--- src/rtl/reset_sequencer_pkg.sv ---
// reset_sequencer_pkg: shared state type, limits and counter sizing for the reset sequencer
package reset_sequencer_pkg;
  typedef enum logic [1:0] {WAIT_LOCK, HOLD, RELEASE, RUN} seq_state_t;
  localparam logic [7:0] LOSS_SAT = 8'hFF;
  function automatic int cnt_width(input int lock_filter, input int hold_cycles, input int n_domains, input int stage_gap);
    int m;
    m = lock_filter > hold_cycles ? lock_filter : hold_cycles;
    m = m > (n_domains - 1) * stage_gap ? m : (n_domains - 1) * stage_gap;
    return $clog2(m + 1) < 1 ? 1 : $clog2(m + 1);
  endfunction
endpackage

--- src/rtl/reset_sequencer_if.sv ---
// reset_sequencer_if: software handshake and reset-tree outputs of the reset sequencer
interface reset_sequencer_if #(parameter int N_DOMAINS = 3);
  logic sw_rst_req;
  logic sw_rst_ack;
  logic [N_DOMAINS-1:0] domain_rst;
  logic sys_ready;
  logic [7:0] lock_loss_cnt;
  modport master(input sw_rst_req, output sw_rst_ack, domain_rst, sys_ready, lock_loss_cnt);
  modport slave(output sw_rst_req, input sw_rst_ack, domain_rst, sys_ready, lock_loss_cnt);
endinterface

--- src/rtl/reset_sequencer_reset_sync.sv ---
// reset_sync: asynchronous-assert, synchronous-deassert active-low reset synchronizer
module reset_sync #(parameter int SYNC_STAGES = 2) (
  input  logic clk,
  input  logic rst_n,
  output logic rst_sync_n
);
  logic [SYNC_STAGES-1:0] sync_q, sync_d;
  always_comb sync_d = {sync_q[SYNC_STAGES-2:0], 1'b1};
  always_ff @(posedge clk or negedge rst_n)
    if (!rst_n) sync_q <= '0;
    else sync_q <= sync_d;
  assign rst_sync_n = sync_q[SYNC_STAGES-1];
endmodule

--- src/rtl/reset_sequencer.sv ---
// reset_sequencer: lock-filtered, hold-timed, staged release of the domain reset tree
module reset_sequencer
  import reset_sequencer_pkg::*;
#(
  parameter int N_DOMAINS   = 3,
  parameter int SYNC_STAGES = 2,
  parameter int LOCK_FILTER = 8,
  parameter int HOLD_CYCLES = 16,
  parameter int STAGE_GAP   = 4
) (
  input  logic clk,
  input  logic rst_n,
  input  logic pll_locked,
  reset_sequencer_if.master bus
);
  localparam int CW = cnt_width(LOCK_FILTER, HOLD_CYCLES, N_DOMAINS, STAGE_GAP);
  localparam logic [CW-1:0] LF_C = CW'(LOCK_FILTER);
  localparam logic [CW-1:0] HC_C = CW'(HOLD_CYCLES - 1);
  localparam logic [CW-1:0] SG_C = CW'(STAGE_GAP - 1);
  logic rst_sync_n, lock_s;
  logic [SYNC_STAGES-1:0] lock_sync_q, lock_sync_d;
  seq_state_t state_q, state_d;
  logic [CW-1:0] cnt_q, cnt_d;
  logic [N_DOMAINS-1:0] domain_rst_q, domain_rst_d;
  logic sys_ready_q, sys_ready_d;
  logic sw_rst_ack_q, sw_rst_ack_d;
  logic [7:0] lock_loss_cnt_q, lock_loss_cnt_d;
  reset_sync #(.SYNC_STAGES(SYNC_STAGES)) u_reset_sync (
    .clk(clk),
    .rst_n(rst_n),
    .rst_sync_n(rst_sync_n)
  );
  assign lock_s = lock_sync_q[SYNC_STAGES-1];
  always_comb begin
    lock_sync_d = {lock_sync_q[SYNC_STAGES-2:0], pll_locked};
    state_d = state_q;
    cnt_d = cnt_q;
    domain_rst_d = domain_rst_q;
    sys_ready_d = sys_ready_q;
    sw_rst_ack_d = 1'b0;
    lock_loss_cnt_d = lock_loss_cnt_q;
    if (state_q != WAIT_LOCK && !lock_s) begin
      state_d = WAIT_LOCK;
      cnt_d = '0;
      domain_rst_d = '1;
      sys_ready_d = 1'b0;
      lock_loss_cnt_d = lock_loss_cnt_q == LOSS_SAT ? lock_loss_cnt_q : lock_loss_cnt_q + 8'd1;
    end else if (state_q == WAIT_LOCK) begin
      cnt_d = !lock_s || cnt_q == LF_C ? '0 : cnt_q + 1'b1;
      state_d = lock_s && cnt_q == LF_C ? HOLD : WAIT_LOCK;
    end else if (state_q == RUN) begin
      if (bus.sw_rst_req) begin
        state_d = HOLD;
        cnt_d = '0;
        domain_rst_d = '1;
        sys_ready_d = 1'b0;
        sw_rst_ack_d = 1'b1;
      end
    end else if (cnt_q == (state_q == HOLD ? HC_C : SG_C)) begin
      cnt_d = '0;
      domain_rst_d = domain_rst_q << 1;
      sys_ready_d = ~|domain_rst_d;
      state_d = sys_ready_d ? RUN : RELEASE;
    end else begin
      cnt_d = cnt_q + 1'b1;
    end
  end
  always_ff @(posedge clk or negedge rst_sync_n)
    if (!rst_sync_n) begin
      lock_sync_q <= '0;
      state_q <= WAIT_LOCK;
      cnt_q <= '0;
      domain_rst_q <= '1;
      sys_ready_q <= 1'b0;
      sw_rst_ack_q <= 1'b0;
      lock_loss_cnt_q <= '0;
    end else begin
      lock_sync_q <= lock_sync_d;
      state_q <= state_d;
      cnt_q <= cnt_d;
      domain_rst_q <= domain_rst_d;
      sys_ready_q <= sys_ready_d;
      sw_rst_ack_q <= sw_rst_ack_d;
      lock_loss_cnt_q <= lock_loss_cnt_d;
    end
  assign bus.domain_rst = domain_rst_q;
  assign bus.sys_ready = sys_ready_q;
  assign bus.sw_rst_ack = sw_rst_ack_q;
  assign bus.lock_loss_cnt = lock_loss_cnt_q;
endmodule

--- src/flat_wrapper.sv ---
// flat-port wrapper written by rule: the top's interface ports become plain ports
module reset_sequencer_flat import reset_sequencer_pkg::*;
#(
  parameter int N_DOMAINS   = 3,
  parameter int SYNC_STAGES = 2,
  parameter int LOCK_FILTER = 8,
  parameter int HOLD_CYCLES = 16,
  parameter int STAGE_GAP   = 4
)
  (clk, rst_n, pll_locked, bus_sw_rst_req, bus_sw_rst_ack, bus_domain_rst, bus_sys_ready, bus_lock_loss_cnt);
  reset_sequencer_if #(.N_DOMAINS(N_DOMAINS)) bus_i ();
  input  logic clk;
  input  logic rst_n;
  input  logic pll_locked;
  input wire logic [$bits(bus_i.sw_rst_req)-1:0] bus_sw_rst_req;
  output wire logic [$bits(bus_i.sw_rst_ack)-1:0] bus_sw_rst_ack;
  output wire logic [$bits(bus_i.domain_rst)-1:0] bus_domain_rst;
  output wire logic [$bits(bus_i.sys_ready)-1:0] bus_sys_ready;
  output wire logic [$bits(bus_i.lock_loss_cnt)-1:0] bus_lock_loss_cnt;
  assign bus_i.sw_rst_req = bus_sw_rst_req;
  assign bus_sw_rst_ack = bus_i.sw_rst_ack;
  assign bus_domain_rst = bus_i.domain_rst;
  assign bus_sys_ready = bus_i.sys_ready;
  assign bus_lock_loss_cnt = bus_i.lock_loss_cnt;
  reset_sequencer #(.N_DOMAINS(N_DOMAINS), .SYNC_STAGES(SYNC_STAGES), .LOCK_FILTER(LOCK_FILTER), .HOLD_CYCLES(HOLD_CYCLES), .STAGE_GAP(STAGE_GAP)) u_core (.clk(clk), .rst_n(rst_n), .pll_locked(pll_locked), .bus(bus_i));
endmodule
--- config.mk ---
export PLATFORM = sky130hd
export DESIGN_NAME = reset_sequencer_flat
export DESIGN_NICKNAME = d
export VERILOG_FILES = /design/src/rtl/reset_sequencer_pkg.sv /design/src/rtl/reset_sequencer_if.sv /design/src/rtl/reset_sequencer_reset_sync.sv /design/src/rtl/reset_sequencer.sv /design/src/flat_wrapper.sv
export SDC_FILE = /design/constraint.sdc
export NUM_CORES = 1
export LEC_CHECK = 0
export CORE_AREA = 2 2 63 65
export CTS_BUF_LIST = sky130_fd_sc_hd__clkbuf_4
export CTS_CLUSTER_SIZE = 14
export DETAILED_ROUTE_END_ITERATION = 16
export DIE_AREA = 0 0 65 67
export PLACE_DENSITY_LB_ADDON = 0.25
export SYNTH_ARGS = -nofsm -noshare
export SYNTH_HDL_FRONTEND = slang
export SYNTH_SLANG_ARGS = --single-unit
--- constraint.sdc ---
create_clock -name clk -period 1.15 [get_ports clk]
set_input_delay 0.1725 -clock clk [delete_from_list [all_inputs] [get_ports clk]]
set_output_delay 0.1725 -clock clk [all_outputs]
set_load 0.05 [all_outputs]
Word-level counts from Yosys, hierarchy flattened
Cells that the tools add are included.
{"block": "word_totals", "output_inout_bits": 13, "elab_cells": 60, "register_bits": 24, "input_bits": 4}
{"block": "classes", "eq_ne": 8, "reduce_logical": 13, "bitwise_logic": 1, "n_addsub": 2, "muxes": 28}
{"op": "5-bit 2-to-1 mux", "n": 6}
{"op": "3-bit 2-to-1 mux", "n": 5}
{"op": "1-bit 2-to-1 mux", "n": 11}
{"op": "2-bit 2-to-1 mux", "n": 5}
{"op": "8-bit by 1-bit adder with 8-bit output (second input constant)", "n": 1}
{"op": "8-bit == test (second input constant)", "n": 1}
{"op": "5-bit by 1-bit adder with 5-bit output (second input constant)", "n": 1}
{"op": "5-bit by 4-bit == test with 1-bit output (second input constant)", "n": 1}
{"op": "5-bit == test", "n": 1}
{"op": "4-bit 2-to-1 mux", "n": 1}
{"op": "4-bit by 2-bit inequality test with 1-bit output (second input constant)", "n": 1}
{"op": "2-bit AND reduction", "n": 2}
{"op": "4-bit nonzero test", "n": 1}
{"op": "3-bit by 2-bit inequality test with 1-bit output (second input constant)", "n": 1}
{"op": "3-bit AND reduction", "n": 1}
{"op": "3-bit nonzero test", "n": 1}
{"op": "2-bit by 1-bit == test with 1-bit output (second input constant)", "n": 1}
{"op": "2-bit == test (second input constant)", "n": 1}
{"op": "1-bit logical AND", "n": 2}
{"op": "1-bit zero test", "n": 2}
{"op": "2-bit zero test", "n": 1}
{"op": "2-bit by 1-bit inequality test with 1-bit output (second input constant)", "n": 1}
{"op": "2-bit nonzero test", "n": 1}
{"op": "2-bit OR reduction", "n": 1}
{"op": "2 further kinds", "n": 2}

Longest topological paths before layout
{"block": "depth", "ltp_word": 7, "mapped_depth": 7, "mapped_depth_nobuf": 6}

Modules after synthesis
Synthesis repeated with hierarchy kept, for this count alone.
{"block": "unflattened", "hier_cells": 111, "area_unflattened_um2": 1241.2}
{"mod": "reset_sequencer", "n_inst": 1, "cells_each": 108, "area_per_inst_um2": 1187.4, "seq_area_each_um2": 554.3}
{"mod": "reset_sync", "n_inst": 1, "cells_each": 3, "area_per_inst_um2": 53.8, "seq_area_each_um2": 50.0}

Worst setup path after synthesis
Ideal clock, no wire load.
{"block": "synth_timing", "kind": "flip-flop to flip-flop", "from": "reg u_core.state_q[0]", "to": "reg u_core.lock_loss_cnt_q[7], in the netlist u_core.bus.lock_loss_cnt[7]", "arrival_time_ns": 1.594, "slack_ns": -0.569, "required_ns": 1.025, "period_less_slack_ns": 1.719, "n_path_buf": 1, "setup_ns": 0.125, "stages_incl_launch_ff": 8, "cell_sequence": "dfrtp_1 > inv_1 > ha_1 > buf_2 > nor2_1 > nand4_1 > nor2_1 > mux2_2"}
{"block": "synth_via", "elab_chain_len": 3}
{"item": "start: declaration", "line_no": "reset_sequencer.sv:22", "text": "seq_state_t state_q, state_d;"}
{"item": "start signal: assignment", "line_no": "reset_sequencer.sv:79", "text": "state_q <= state_d;"}
{"item": "2-bit nonzero test", "line_no": "reset_sequencer.sv:42", "text": "if (state_q != WAIT_LOCK && !lock_s) begin"}
{"item": "1-bit logical AND", "line_no": "reset_sequencer.sv:42"}
{"item": "2-bit AND reduction (no line)"}
{"item": "end signal: assignment", "line_no": "reset_sequencer.sv:84", "text": "lock_loss_cnt_q <= lock_loss_cnt_d;"}
{"item": "end: declaration", "line_no": "reset_sequencer.sv:27", "text": "logic [7:0] lock_loss_cnt_q, lock_loss_cnt_d;"}
Every way passes these cells.
A chain may end at the register's enable or synchronous reset.

Worst setup path in the final report
{"block": "layout_timing", "from": "reg u_core.state_q[0]", "to": "reg u_core.lock_loss_cnt_q[6], in the netlist u_core.bus.lock_loss_cnt[6]"}
Same word-level chain as after synthesis.

==> impl_metrics.tcl <==
set metrics [dict create \
    design.die.area_um2 4360 \
    grt_pass1_wl_um 5140 \
    path_buf_inv 1 \
    fin_cells 243 \
    timing.max_cap.violations 0 \
    clk-insertion-delay-late_ns 0.31 \
    antenna_found_initial 0 \
    mostFrequentLayoutCells "sky130_fd_sc_hd__buf_4, sky130_fd_sc_hd__buf_12, sky130_fd_sc_hd__buf_6, sky130_fd_sc_hd__dfrtp_1, sky130_fd_sc_hd__nand2_1" \
    netlist_cell_types 37 \
    power-per-cell-area_nw_per_um2 1910 \
    drtIter0Drc 20 \
    switching_share_pct 39.3 \
    netlist_top_cells_area "sky130_fd_sc_hd__dfrtp_1, sky130_fd_sc_hd__ha_1, sky130_fd_sc_hd__dfstp_2" \
    drtPass1Iterations 2 \
    clock_transition_time_at_the_flip_flop_clock_pins_of_the_worst_setup_and_hold_paths_ns 0.13 \
    finalSetupViolations 29 \
    worstRegToRegCells 6 \
    cp_data_arrival_time_ns 1.80 \
    layout-area-overhead-vs-synth_pct 82.0 \
    cp-start-kind "flip-flop" \
    rsz0062_at_grt "yes" \
    place_congestion 0.787 \
    num_vias 1162 \
    placed_inst_area_um2 1950 \
    max_freq_mhz 631 \
    cts_inserted_buffers 3 \
    regToRegStartpoint "u_core.state_q[0]$_DFFE_PN0P_" \
    period_needed_ns 1.58 \
    multi_input_comb_area_um2 781 \
    mappedNetlistArea_um2 1250 \
    cts_root_buffer "sky130_fd_sc_hd__clkbuf_4" \
    min_period_over_period_pct 138 \
    vias_per_cell 4.78 \
    dieWidth_um 65 \
    share_clk_of_total_power_pct 8.3 \
    placedCellCount 218 \
    fp.dieH_um 67 \
    cells_after_synth 120 \
    synth.yosys.warnings 0 \
    intPower_mw 2.64 \
    path_cells "inv_2 -> ha_4 -> or2_4 -> nor2_4 -> nand4_1 -> mux2_4" \
    switching_power_mw 1.71 \
    critical_path.endpoint_type "flip-flop" \
    path_delay_family "simple AND/OR/NAND/NOR gates" \
    slew_viol_final 0 \
    detail_route.wirelength_um 3150 \
    grt_pass1_vias 1209 \
    detailed_place_hpwl_um 2000 \
    grt_start_max_net_pins 15 \
    netlist.top_cell.by_area "sky130_fd_sc_hd__dfrtp_1" \
    grt.overflow.total 0 \
    clock_tree.buffer_depth 2 \
    crit_fanout 3 \
    worst-endpoint-required_ns 1.37 \
    power_frac_seq_pct 27.6 \
    comb_power_share_pct 64.1 \
    layout.nets 207 \
    drc 0 \
    crit_path_start "u_core.state_q[0]$_DFFE_PN0P_" \
    antenna_violating_nets_post_route 0 \
    postSynthRegisterBits 24 \
    syn_nets 131 \
    tritoncts "yes" \
    cts.sink_count 24 \
    synth_largest_type_area_fraction_pct 42.0 \
    pre_cts_slack_ns -0.436 \
    cts.htree.levels 1 \
    power.static_leakage_nw 0.985 \
    crit_path_top_delay_cell "sky130_fd_sc_hd__dfrtp_2" \
    timing.final.hold_violations 0 \
    timing_worst_setup_path_type "reg -> reg" \
    finalClockSkew_ns 0.0147 \
    setup_ws_ns -0.435 \
    starting_density_of_the_core_pct 34.7 \
    final_layout_size_suffix_gt1_share_pct 59.5 \
    port_buffers 16 \
    r2r_end "u_core.bus.lock_loss_cnt[6]$_DFFE_PN0P_" \
    layout_commonest_cell "sky130_fd_sc_hd__buf_4" \
    final_design_area_no_fill_um2 2280 \
    timing.reg2reg.setup_slack_ns -0.43 \
    core_region_area_um2 3610 \
    placementRows 22 \
    diodes 0 \
    ios 17 \
    yosysSeqAreaShare_pct 48.3 \
    outcome "finished with violations" \
    violations_in_the_final_reports "setup timing" \
    seqCellArea_um2 614 \
    hp-class "reg -> async" \
    critPathMaxStageDelay_ns 0.42 \
    post_synth.cell_area_avg_um2 10.4 \
    ir_worst_vdd_v 0.00142 \
    combined_global_route_utilization_of_all_metal_layers_pct 15.1 \
    wl_per_cell_um 12.9 \
    fillCellCount 275 \
]
[cells in the mapped netlist (all sizes together)]
| cell | number |
|---|---|
| dfrtp | 21 |
| nand2 | 14 |
| inv | 10 |
| ha | 7 |
| nor2 | 7 |
| o21ai | 7 |
| xor2 | 5 |
| nand4 | 4 |
| nor2b | 4 |
| nor3 | 4 |
| a21oi | 3 |
| dfstp | 3 |
| mux2 | 3 |
| nand3 | 3 |
| o2111ai | 3 |
| o211ai | 3 |
| a21boi | 2 |
| a31oi | 2 |
| buf | 2 |
| o22a | 2 |
| or2 | 2 |
| a211oi | 1 |
| and3 | 1 |
| and4b | 1 |
| conb | 1 |
| nand2b | 1 |
| nand3b | 1 |
| o21a | 1 |
| o32ai | 1 |
| xnor2 | 1 |
[metrics by stage]
| step | TNS (ns) | power (mW) | hold slack [ns] | util [%] |
|---|---|---|---|---|
| 5_1_grt | -9.45 | 4.63 | 0.189 | 63.2 |
| 2_1_floorplan | -4.85 | 2.38 | -0.123 | - |
| 3_3_place_gp | -5.90 | 3.38 | 0.169 | 54.0 |
| 6_report | -7.69 | 4.35 | 0.163 | 63.2 |
| 4_1_cts | -7.51 | 4.15 | 0.181 | 60.1 |
| 3_5_place_dp | -6.76 | 3.43 | 0.172 | 54.0 |
[worst max path at each step]
stage	endpoint	slack (ns)	cells after the start
floorplan	u_core.bus.lock_loss_cnt[7]$_DFFE_PN0P_	-0.38	7
global placement	u_core.bus.sys_ready$_DFFE_PN0P_	-0.40	6
detailed placement	u_core.bus.sys_ready$_DFFE_PN0P_	-0.44	6
CTS	u_core.bus.lock_loss_cnt[1]$_DFFE_PN0P_	-0.43	5
global route	u_core.cnt_q[0]$_DFFE_PN0P_	-0.51	6
finish	u_core.bus.lock_loss_cnt[6]$_DFFE_PN0P_	-0.43	6
[per-layer routing]
| layer | vias up | global-route usage, % | routed length (um) |
|---|---|---|---|
| met2 | 15 | 26.0 | 1710 |
| li1 | 570 | - | - |
| met4 | 0 | 2.93 | 8 |
| met5 | - | 0 | 0 |
| met1 | 575 | 19.3 | 1320 |
| met3 | 2 | 3.72 | 103 |
[worst register-to-register path: cells and delay by family, from the launching register on]
family	cells	cell delay (ns)
and+or+nand+nor	3	0.53
DFF	1	0.42
muxes	1	0.30
adders and majority gates	1	0.17
buffers and inverters	1	0.06
[cell type report]
| cell class | count | share of cell area (%) |
|---|---|---|
| multi-input combinational | 85 | 34.3 |
| timing repair buffer | 72 | 33.3 |
| sequential | 24 | 27.0 |
| tap | 48 | 2.64 |
| inverter | 10 | 1.65 |
| clock buffer | 3 | 0.989 |
| clock inverter | 1 | 0.165 |
[cell families after synthesis]
logic type               count (synthesis)  synth area share [%]
other                                    1                 0.300
flip-flops                              24                  48.3
multiplexers                             3                  2.70
buffers and inverters                   12                  3.80
XOR/XNOR                                 6                  4.20
AO/OA/AOI/OAI                           25                  16.6
AND/OR/NAND/NOR                         42                  17.1
adder cells (fa/ha/maj)                  7                  7.00
[flip-flops by register name (all words and copies together), names as in the netlist]
signal / flops
u_core.bus.lock_loss_cnt: 8
u_core.cnt_q: 5
u_core.bus.domain_rst: 3
u_core.lock_sync_q: 2
u_core.state_q: 2
u_core.u_reset_sync.sync_q: 2
u_core.bus.sw_rst_ack: 1
u_core.bus.sys_ready: 1
[power groups by stage]
stage	sequential (mW)	clock [mW]	combinational [mW]
global placement	1.17	0	2.22
global route	1.22	0.434	2.98
CTS	1.19	0.388	2.57
detailed placement	1.18	0	2.25
floorplan	1.63	0	0.749
finish	1.20	0.361	2.79
[repair_timing]
item,in CTS,in global routing
setup buffers,13,7
setup endpoints to repair,31,31
pin swaps,7,12
endpoints found under the hold margin,2,0
cloned,1,0
hold buffers,1,0
resized for setup,21,13
Power figures use the tool's default switching activity.
